`src/rtl/multdiv_sched.sv`:
```
// Sequences the multi-cycle multiply/divide unit: accepts mult/div from DX, starts the unit,
// freezes the front end while in flight and writes the result or rstatus code back.
module multdiv_sched #(
    parameter int unsigned TIMEOUT    = 64,
    parameter int unsigned MULT_CODE  = 4,
    parameter int unsigned DIV_CODE   = 5,
    parameter int unsigned STATUS_REG = 30
) (
    input  logic        clock,
    input  logic        reset,
    input  logic [31:0] instrDX,
    input  logic        validDX,
    input  logic [31:0] dataA,
    input  logic [31:0] dataB,
    input  logic [31:0] mdResult,
    input  logic        mdException,
    input  logic        mdReady,
    input  logic        mwWriteReg,
    output logic [31:0] mdA,
    output logic [31:0] mdB,
    output logic        ctrlMult,
    output logic        ctrlDiv,
    output logic        stall,
    output logic        insertNop,
    output logic        wbEnable,
    output logic [4:0]  wbAddr,
    output logic [31:0] wbData,
    output logic        busy
);

    localparam int unsigned CNT_W = $clog2(TIMEOUT + 1);
    localparam int unsigned REG_W = 5;
    localparam int unsigned DAT_W = 32;

    typedef enum logic [1:0] {S_IDLE, S_START, S_WAIT, S_WB} state_e;

    state_e             state_q, state_d;
    logic [CNT_W-1:0]   cnt_q, cnt_d;
    logic [DAT_W-1:0]   mda_q, mda_d, mdb_q, mdb_d, res_q, res_d;
    logic [REG_W-1:0]   rd_q, rd_d;
    logic               div_q, div_d, exc_q, exc_d;
    logic               is_md_c;
    logic               unused_instr;

    assign is_md_c = validDX && (instrDX[31:27] == 5'b00000)
                     && ((instrDX[6:2] == 5'b00110) || (instrDX[6:2] == 5'b00111));
    assign unused_instr = ^{instrDX[21:7], instrDX[1:0]};

    always_ff @(posedge clock or negedge reset) begin
        if (!reset) begin
            state_q <= S_IDLE;
            cnt_q   <= '0;
            mda_q   <= '0;
            mdb_q   <= '0;
            res_q   <= '0;
            rd_q    <= '0;
            div_q   <= 1'b0;
            exc_q   <= 1'b0;
        end else begin
            state_q <= state_d;
            cnt_q   <= cnt_d;
            mda_q   <= mda_d;
            mdb_q   <= mdb_d;
            res_q   <= res_d;
            rd_q    <= rd_d;
            div_q   <= div_d;
            exc_q   <= exc_d;
        end
    end

    // Next-state and strobe decode; the writeback strobe must see mwWriteReg in the same cycle.
    always_comb begin
        state_d  = state_q;
        cnt_d    = cnt_q;
        mda_d    = mda_q;
        mdb_d    = mdb_q;
        res_d    = res_q;
        rd_d     = rd_q;
        div_d    = div_q;
        exc_d    = exc_q;
        ctrlMult = 1'b0;
        ctrlDiv  = 1'b0;
        wbEnable = 1'b0;
        wbAddr   = '0;
        wbData   = '0;
        case (state_q)
            S_IDLE: begin
                if (is_md_c) begin
                    mda_d   = dataA;
                    mdb_d   = dataB;
                    rd_d    = instrDX[26:22];
                    div_d   = (instrDX[6:2] == 5'b00111);
                    exc_d   = 1'b0;
                    res_d   = '0;
                    state_d = S_START;
                end
            end
            S_START: begin
                ctrlMult = !div_q;
                ctrlDiv  = div_q;
                cnt_d    = '0;
                state_d  = S_WAIT;
            end
            S_WAIT: begin
                if (cnt_q != CNT_W'(TIMEOUT)) begin
                    cnt_d = cnt_q + CNT_W'(1);
                end
                // A result arriving on the timeout cycle takes priority over the abort.
                if (mdReady) begin
                    res_d   = mdResult;
                    exc_d   = mdException;
                    state_d = S_WB;
                end else if (cnt_q >= CNT_W'(TIMEOUT - 1)) begin
                    exc_d   = 1'b1;
                    state_d = S_WB;
                end
            end
            S_WB: begin
                if (!mwWriteReg) begin
                    state_d = S_IDLE;
                    if (exc_q) begin
                        wbEnable = 1'b1;
                        wbAddr   = REG_W'(STATUS_REG);
                        wbData   = div_q ? DAT_W'(DIV_CODE) : DAT_W'(MULT_CODE);
                    end else if (rd_q != '0) begin
                        wbEnable = 1'b1;
                        wbAddr   = rd_q;
                        wbData   = res_q;
                    end
                end
            end
            default: state_d = S_IDLE;
        endcase
    end

    assign mdA       = mda_q;
    assign mdB       = mdb_q;
    assign busy      = (state_q != S_IDLE);
    assign stall     = busy;
    assign insertNop = busy;

endmodule

```
`config.mk`:
```
export PLATFORM = sky130hd
export DESIGN_NAME = multdiv_sched
export DESIGN_NICKNAME = d
export VERILOG_FILES = /design/src/rtl/multdiv_sched.sv
export SDC_FILE = /design/constraint.sdc
export NUM_CORES = 1
export LEC_CHECK = 0
export ABC_AREA = 1
export CAP_MARGIN = 20
export CORE_MARGIN = 10
export CORE_UTILIZATION = 46
export DETAILED_ROUTE_END_ITERATION = 12
export PLACE_DENSITY = 0.93
export REMOVE_ABC_BUFFERS = 1
export SYNTH_ARGS = -nofsm -noshare
export SYNTH_HDL_FRONTEND = slang
export SYNTH_SLANG_ARGS = --single-unit
```
`constraint.sdc`:
```
create_clock -name clock -period 2.4 [get_ports clock]
set_input_delay 0.36 -clock clock [delete_from_list [all_inputs] [get_ports clock]]
set_output_delay 0.36 -clock clock [all_outputs]
set_load 0.01 [all_outputs]
```
# Word level (Yosys, flattened, before mapping)
# Cells that the tools add are included.
[totals]
register_bits = 112
inputBits = 134
output_inout_bits = 107
elab_cells = 65
[classes]
n_addsub = 1
magnitude_cmp = 1
n_eq_ne = 11
n_mux = 29
n_reduce_logical = 15
[op_table]
columns = ["op", "n"]
rows = [
  ["two-way mux 32 bit", 6],
  ["one-hot mux 32 bit (2 select lines)", 1],
  ["two-way mux 5 bit", 4],
  ["one-hot mux 7 bit (2 select lines)", 1],
  ["equality test 5 x 3 -> 1 bit (second input constant)", 2],
  ["two-way mux 1 bit", 10],
  ["AND reduction 3 bit", 3],
  ["two-way mux 2 bit", 4],
  ["inequality test 2 bit (second input constant)", 4],
  ["one-hot mux 2 bit (4 select lines)", 1],
  ["adder 7 x 1 -> 7 bit (second input constant)", 1],
  [">= comparator 7 x 6 -> 1 bit (second input constant)", 1],
  ["two-way mux 7 bit", 1],
  ["inequality test 7 bit (second input constant)", 1],
  ["nonzero test 2 bit", 3],
  ["logical NOT 5 bit", 1],
  ["nonzero test 5 bit", 1],
  ["equality test 2 bit (second input constant)", 2],
  ["AND reduction 2 bit", 2],
  ["inequality test 3 bit (second input constant)", 1],
  ["equality test 2 x 1 -> 1 bit (second input constant)", 1],
  ["logical AND 1 bit", 2],
  ["logical NOT 2 bit", 1],
  ["one-hot mux 1 bit (2 select lines)", 1],
  ["2 further kinds", 2],
]

# Depth between registers and ports, before layout
# Gate-level depths: netlist of run 1.
[logic_depth]
depth_word = 5
depth_mapped = 11
depth_no_buf = 10

# Worst setup path before layout of run 1
# Ideal clock, no wire load.
[synth_path]
path_kind = "register to output"
start = "reg state_q[0]"
end = "out wbData[10]"
t_arrival_ns = 1.349
required_time_ns = 2.040
path_slack_ns = 0.691
stages_incl_launch_ff = 8
n_path_buf = 1
cell_sequence = "dfrtp_1 ha_1 inv_1 or2_2 inv_1 nand2_1 buf_2 nor2_1"
[synth_between]
elab_chain_len = 2
[synth_rtl]
columns = ["item", "line_no", "source"]
rows = [
  ["start, declared", "37", "state_e state_q, state_d;"],
  ["start signal, assigned", "60", "state_q <= state_d;"],
  ["equality test 2 bit", "86", "case (state_q)"],
  ["two-way mux 32 bit", "86", ""],
  ["end, declared", "27", "output logic [31:0] wbData,"],
]
# No other way between the ends.

# Worst setup path in the final report of run 1
[layout_path]
start = "reg rd_q[3]"
end = "out wbData[9]"
[layout_between]
elab_chain_len = 5
[layout_rtl]
columns = ["item", "line_no", "source"]
rows = [
  ["start, declared", "40", "logic [REG_W-1:0] rd_q, rd_d;"],
  ["start signal, assigned", "65", "rd_q <= rd_d;"],
  ["nonzero test 5 bit", "125", "end else if (rd_q != '0) begin"],
  ["two-way mux 32 bit", "125", ""],
  ["two-way mux 32 bit", "121", "if (exc_q) begin"],
  ["two-way mux 32 bit", "119", "if (!mwWriteReg) begin"],
  ["two-way mux 32 bit", "86", ""],
]
# No other way between the ends.

==> metrics.cfg, run 1 <==
[detailed_routing]
finalWirelength_um=15600
drt_iter0_markers=255
drc=0
dr_total_vias=4703
wl_per_cell_um=15.8
first_pass_iters=4
ant_nets=0
vias_per_cell=4.75

[layout]
syn_to_final_growth_pct=47.6
final_cell_mix=clkdlybuf4s50_1, nand2_1, dfrtp_1
utilization_pct=69.7
nets=983
drive_gt1_share_pct=16.7
layout_commonest_cell=clkdlybuf4s50_1
antenna_cells=0

[worst_setup_path]
startpoint_type=flop
slowest_delay_ps=610
critPathCaptureType=primary output
cp_top_family=buffers and inverters
worstPathMaxFanout=5
critPathArrivalTime_ps=1920
path_buf_inv=2
crit_slowest_cell=clkdlybuf4s50_1
critPathKind=reg2out
path_cells=inv_1, nand4_1, nand3_1, nor3_1, clkdlybuf4s50_1
cp_data_required_time_ps=2040

[yosys]
yosys_warnings=0
synth_top_family_by_area=simple AND/OR/NAND/NOR gates
synth-simple-area-share_pct=20.2
yosysUniqueCellTypes=28
synth_compound_area_share_pct=14.8
ys_ff_latch=112
seq_area_frac_synth_pct=51.6
synthAdderAreaFrac_pct=1.38
synth.area.top_cells=dfrtp_1, nand2_1, o21ai_2
synthCells=622
yosysTopAreaCellShare_pct=51.6
muxShareOfSynthArea_pct=0
syn-cell-area_um2=5440
synth_top_area_cell=dfrtp_1
synthXorXnorAreaFrac_pct=0.644
syn_avg_cell_area_um2=8.74

[placed_design]
io_buffers=223
pre_cts_slack_ps=-83.2
place.gp.congestion=0.869
post-dp-hpwl_um=12300

[grt]
grt_pass1_wl_um=24600
grt_overflow=0
antenna_found_initial=0
grt_max_degree=65
grt_pass1_vias=4843
grt_util_all_layers_pct=18.4

[timing]
finalWorstSetupSlack_ps=118
drv_slew=0
relSlewSlack_pct=70.9
finalHoldViolCount=0
fin_crit_ps=2280
tns_ps=0
tightest_slew_ps=436
max_freq_mhz=438
finClkSkew_ps=6.52
fin_crit_sh_pct=95.1
setup_violations=0
hold_ws_ps=480

[outcome]
run_status=complete, no violations

[floorplanning]
io-pin-count=241
num_rows=39
die_area_um2=16600
core-area_um2=11500
die_w_um=129
start_util_pct=47.2
die_h_um=129

[clock_tree]
insertion_delay_ps=340
cts_root_buf=clkbuf_16
cts_tree=built
clock_path_buffers=2
clock_sinks=112
clkTransAtPathRegs_ps=70
numCtsBuffers=9
cts_max_level=3

[power_and_ir_drop]
ir_drop_mv=0.674
power.total_mw=6.11
pwr_density_cell_nw_per_um2=761
total_leakage_power_nw=3.89

[min_path]
hold_path_class=reg2reg

[run]
max_cap_violations=0

flip-flops by register name, indices dropped and copies added (netlist names):
signal	cells
cnt_q	7
exc_q	1
res_q	32
rd_q	5
div_q	1
mdB	32
mdA	32
state_q	2
report_power, final:
part / switching [mW] / leakage, nW / total [mW] / internal, mW
combinational: 1.27 / 2.22 / 2.18 / 0.910
clock: 0.678 / 0.147 / 1.49 / 0.817
sequential: 0.214 / 1.52 / 2.44 / 2.22
final timing paths:
check | slack [ps] | cells past startpoint | startpoint | to
worst max-delay path | 120 | 5 | rd_q[3] | wbData[9]
worst min-delay path | 480 | 2 | res_q[29] | res_q[29]
worst max register to register | 430 | 8 | state_q[0] | mdA[9]
worst min register to register | 480 | 2 | res_q[29] | res_q[29]
max in group asynchronous | 1230 | 3 | reset | mdB[26]
min in group asynchronous | 500 | 2 | reset | res_q[21]
timing repair:
action | CTS | global route
gates resized for setup | 34 | 53
hold buffers | 1 | 0
cloned | 0 | 0
buffers inserted | 2 | 0
hold endpoints to repair | 30 | 0
endpoints found under the setup margin | 37 | 33
metal layers:
metal,global-route usage [%],routed length (um)
met5,0,0
met4,5.42,224
met3,9.49,1920
met2,29.6,7100
met1,21.1,6370
worst min-delay path, delay by kind of cell, from the launching register on:
kind	cells	cell delay, ps
AND/OR/NAND/NOR	1	60
AO/OA/AOI/OAI	1	50
flip-flops	1	340
cells in the mapped netlist:
cell type / n
xnor2_1: 1
ha_1: 6
clkbuf_1: 9
or2_2: 1
dfrtp_1: 112
nand4_1: 5
buf_4: 3
inv_2: 2
o22ai_1: 2
nand4_4: 1
a21oi_1: 4
nor2_2: 6
o21ai_1: 13
o21ai_2: 58
buf_2: 4
o21ai_0: 33
nand2_1: 172
nor2_4: 2
nand3_2: 1
nand2_2: 10
nor3_1: 4
nor2_1: 46
xor2_1: 3
buf_6: 17
a21oi_2: 4
nand2_4: 2
nand3_1: 9
inv_1: 92
stage by stage:
step | cell area, um2 | std cells
3_5_place_dp | 7790 | 972
4_1_cts | 8070 | 991
3_3_place_gp | 7790 | 972
5_1_grt | 8030 | 991
6_report | 8030 | 991
2_1_floorplan | 5170 | 589
cell families (layout without fill, tap and decap cells):
family / Yosys count / count (layout)
adder cells (fa/ha/maj): 6 / 6
XOR/XNOR: 4 / 4
flip-flops: 112 / 112
AND/OR/NAND/NOR: 259 / 259
buffers and inverters: 127 / 353
AO/OA/AOI/OAI: 114 / 114
final cells by class:
class	instances	area [um2]
clock buffers	10	229
clock inverters	6	66.3
inverters	94	353
multi-input cells	383	2020
well taps	143	179
flip-flops and latches	112	2800
fillers	846	3490
repair buffers	243	2380
(Power assumes the default switching activity.)
==> run 2, diff against run 1 <==
--- a/config.mk
+++ b/config.mk
@@ -8,9 +8,10 @@
 export ABC_AREA = 1
 export CAP_MARGIN = 20
 export CORE_MARGIN = 10
-export CORE_UTILIZATION = 46
+export CORE_UTILIZATION = 47
+export CTS_BUF_LIST = sky130_fd_sc_hd__clkbuf_8
 export DETAILED_ROUTE_END_ITERATION = 12
-export PLACE_DENSITY = 0.93
+export PLACE_DENSITY = 0.95
 export REMOVE_ABC_BUFFERS = 1
 export SYNTH_ARGS = -nofsm -noshare
 export SYNTH_HDL_FRONTEND = slang
==> run 2 against run 1 <==
Non-clock buffer count is 6 lower. Hold slack worse by 430 ps. First-iteration DRC count is 27% higher. Register-to-register slack better by 40 ps. Fmax is 0.15% lower. Core utilization is 1.0 points lower. Critical path type unchanged. Power is 6.2% lower. Setup slack worse by 3.4 ps. Die area is 1.8% lower. Final cell count is 0.61% lower.
==> metrics.cfg, run 2 (same netlist as run 1, synthesis figures left out) <==
[outcome]
run_status=complete, no violations

[timing]
tightest_slew_ps=609
hold_ws_ps=47.2
fin_crit_sh_pct=95.2
rsz0062_at_grt=no
max_freq_mhz=438
relSlewSlack_pct=59.4
fin_crit_ps=2290
finClkSkew_ps=13.2
tns_ps=0
setup_violations=0
drv_slew=0
finalHoldViolCount=0
finalWorstSetupSlack_ps=115

[clock_tree]
clock_path_buffers=2
cts_max_level=3
cts_root_buf=clkbuf_8
ctsHoldBuffers=0
numCtsBuffers=9
clkTransAtPathRegs_ps=110
insertion_delay_ps=370
cts_tree=built
clock_sinks=112

[grt]
antenna_found_initial=0
grt_pass1_wl_um=25500
grt_pass1_vias=5020
grt_max_degree=113
grt_overflow=0
grt_util_all_layers_pct=19.2

[detailed_routing]
dr_total_vias=4771
finalWirelength_um=16000
drt_iter0_markers=325
ant_nets=0
drc=0
wl_met2_um=7520
wl_met1_um=6230
wl_per_cell_um=16.3
wl_met3_um=2030
maxUsedRoutingLayer=met4
first_pass_iters=5
vias_per_cell=4.84

[layout]
antenna_cells=0
drive_gt1_share_pct=16.5
fillers=846
nets=977
final_cell_mix=clkdlybuf4s50_1, nand2_1, dfrtp_1
syn_to_final_growth_pct=43.6
multiInputGateArea_um2=2010
layout_commonest_cell=clkdlybuf4s50_1
layout.area.seq_um2=2800
fin_area_um2=7810

[floorplanning]
io-pin-count=241
die_area_um2=16300
die_w_um=128
start_util_pct=47.8
core-area_um2=11400
num_rows=39
die_h_um=128

[placed_design]
post-dp-hpwl_um=12400
pre_cts_slack_ps=-124
place.gp.congestion=0.795
place_area_um2=7720
io_buffers=223

[power_and_ir_drop]
ir_drop_mv=0.478
total_leakage_power_nw=3.73
power.switching_mw=2.17
pwr-share-comb_pct=38.5
p_seq_share_pct=42.6
pwr_density_cell_nw_per_um2=734
power.internal_mw=3.56
clockPowerShare_pct=18.9
swShare_pct=37.9

[worst_setup_path]
critPathKind=reg2out
critPathCaptureType=primary output
rr_startpoint=state_q[0]
cp_data_required_time_ps=2040
critPathArrivalTime_ps=1930
startpoint_type=flop
worstPathMaxFanout=30
rr_worst_depth=6
crit_start=state_q[0]

[min_path]
hold_path_class=in2async

[run]
max_cap_violations=0

==> run 2: cell types whose count changed in the layout (fill, tap and decap cells not counted), sizes merged <==
cell,previous run,this run
buf,20,15
dlygate4sd3,1,0
dlymetal6s2s,4,0
clkinv,3,1
dlygate4sd2,4,6
clkinvlp,0,3
clkbuf,29,31
bufinv,1,0
==> run 2: timing repair <==
item	in CTS	in global routing
gates cloned	0	0
endpoints found under the setup margin	37	31
resized for setup	37	53
setup buffers	2	0
pin swaps	0	1
==> run 2: area by class of cell <==
class	count	area share, %
multi-input cells	383	25.8
clock buffers	10	1.76
flip-flops and latches	112	35.9
repair buffers	237	29.1
inverters	94	4.52
clock inverters	6	0.657
well taps	143	2.29
==> run 2: critical path, cell delays in order, from the launching register on <==
cell,delay [ps]
dfrtp_1,370
ha_1,180
inv_1,50
or2_2,280
inv_1,70
nand2_1,80
buf_12,170
nor2_1,110
clkdlybuf4s15_1,250
==> run 2: final timing paths <==
kind | slack [ps] | endpoint
setup reg to reg | 470 | mdB[23]
setup / recovery | 110 | wbData[3]
min in group clock | 490 | mdA[24]
max in group asynchronous | 1880 | cnt_q[5]
hold / removal | 50 | res_q[10]
hold reg to reg | 490 | mdA[24]
==> run 2: power groups by stage <==
stage | clock (mW) | sequential (mW) | combinational [mW]
6_report | 1.08 | 2.44 | 2.21
5_1_grt | 1.18 | 2.48 | 2.47
4_1_cts | 1.11 | 2.43 | 2.23
3_5_place_dp | 0 | 2.48 | 2.22
3_3_place_gp | 0 | 2.46 | 2.16
2_1_floorplan | 0 | 2.44 | 1.35
==> run 2: through the flow <==
step	total power, mW	instances	util (%)
6_report	5.73	985	68.7
2_1_floorplan	3.78	589	-
5_1_grt	6.13	985	68.7
3_5_place_dp	4.70	967	67.9
4_1_cts	5.77	985	69.3
3_3_place_gp	4.62	967	67.9
==> run 2: metal layers <==
| layer | vias to the layer above | track usage (%) |
|---|---|---|
| li1 | 2334 | - |
| met1 | 2217 | 21.6 |
| met2 | 201 | 31.0 |
| met3 | 19 | 9.93 |
| met4 | 0 | 5.83 |
| met5 | - | 0 |
==> run 3, diff against run 2 <==
--- a/config.mk
+++ b/config.mk
@@ -13,6 +13,7 @@
 export DETAILED_ROUTE_END_ITERATION = 12
 export PLACE_DENSITY = 0.95
 export REMOVE_ABC_BUFFERS = 1
+export SLEW_MARGIN = 20
 export SYNTH_ARGS = -nofsm -noshare
 export SYNTH_HDL_FRONTEND = slang
 export SYNTH_SLANG_ARGS = --single-unit
==> results of run 3 <==
Final layout, timing and power as in run 2 (identical DEF).
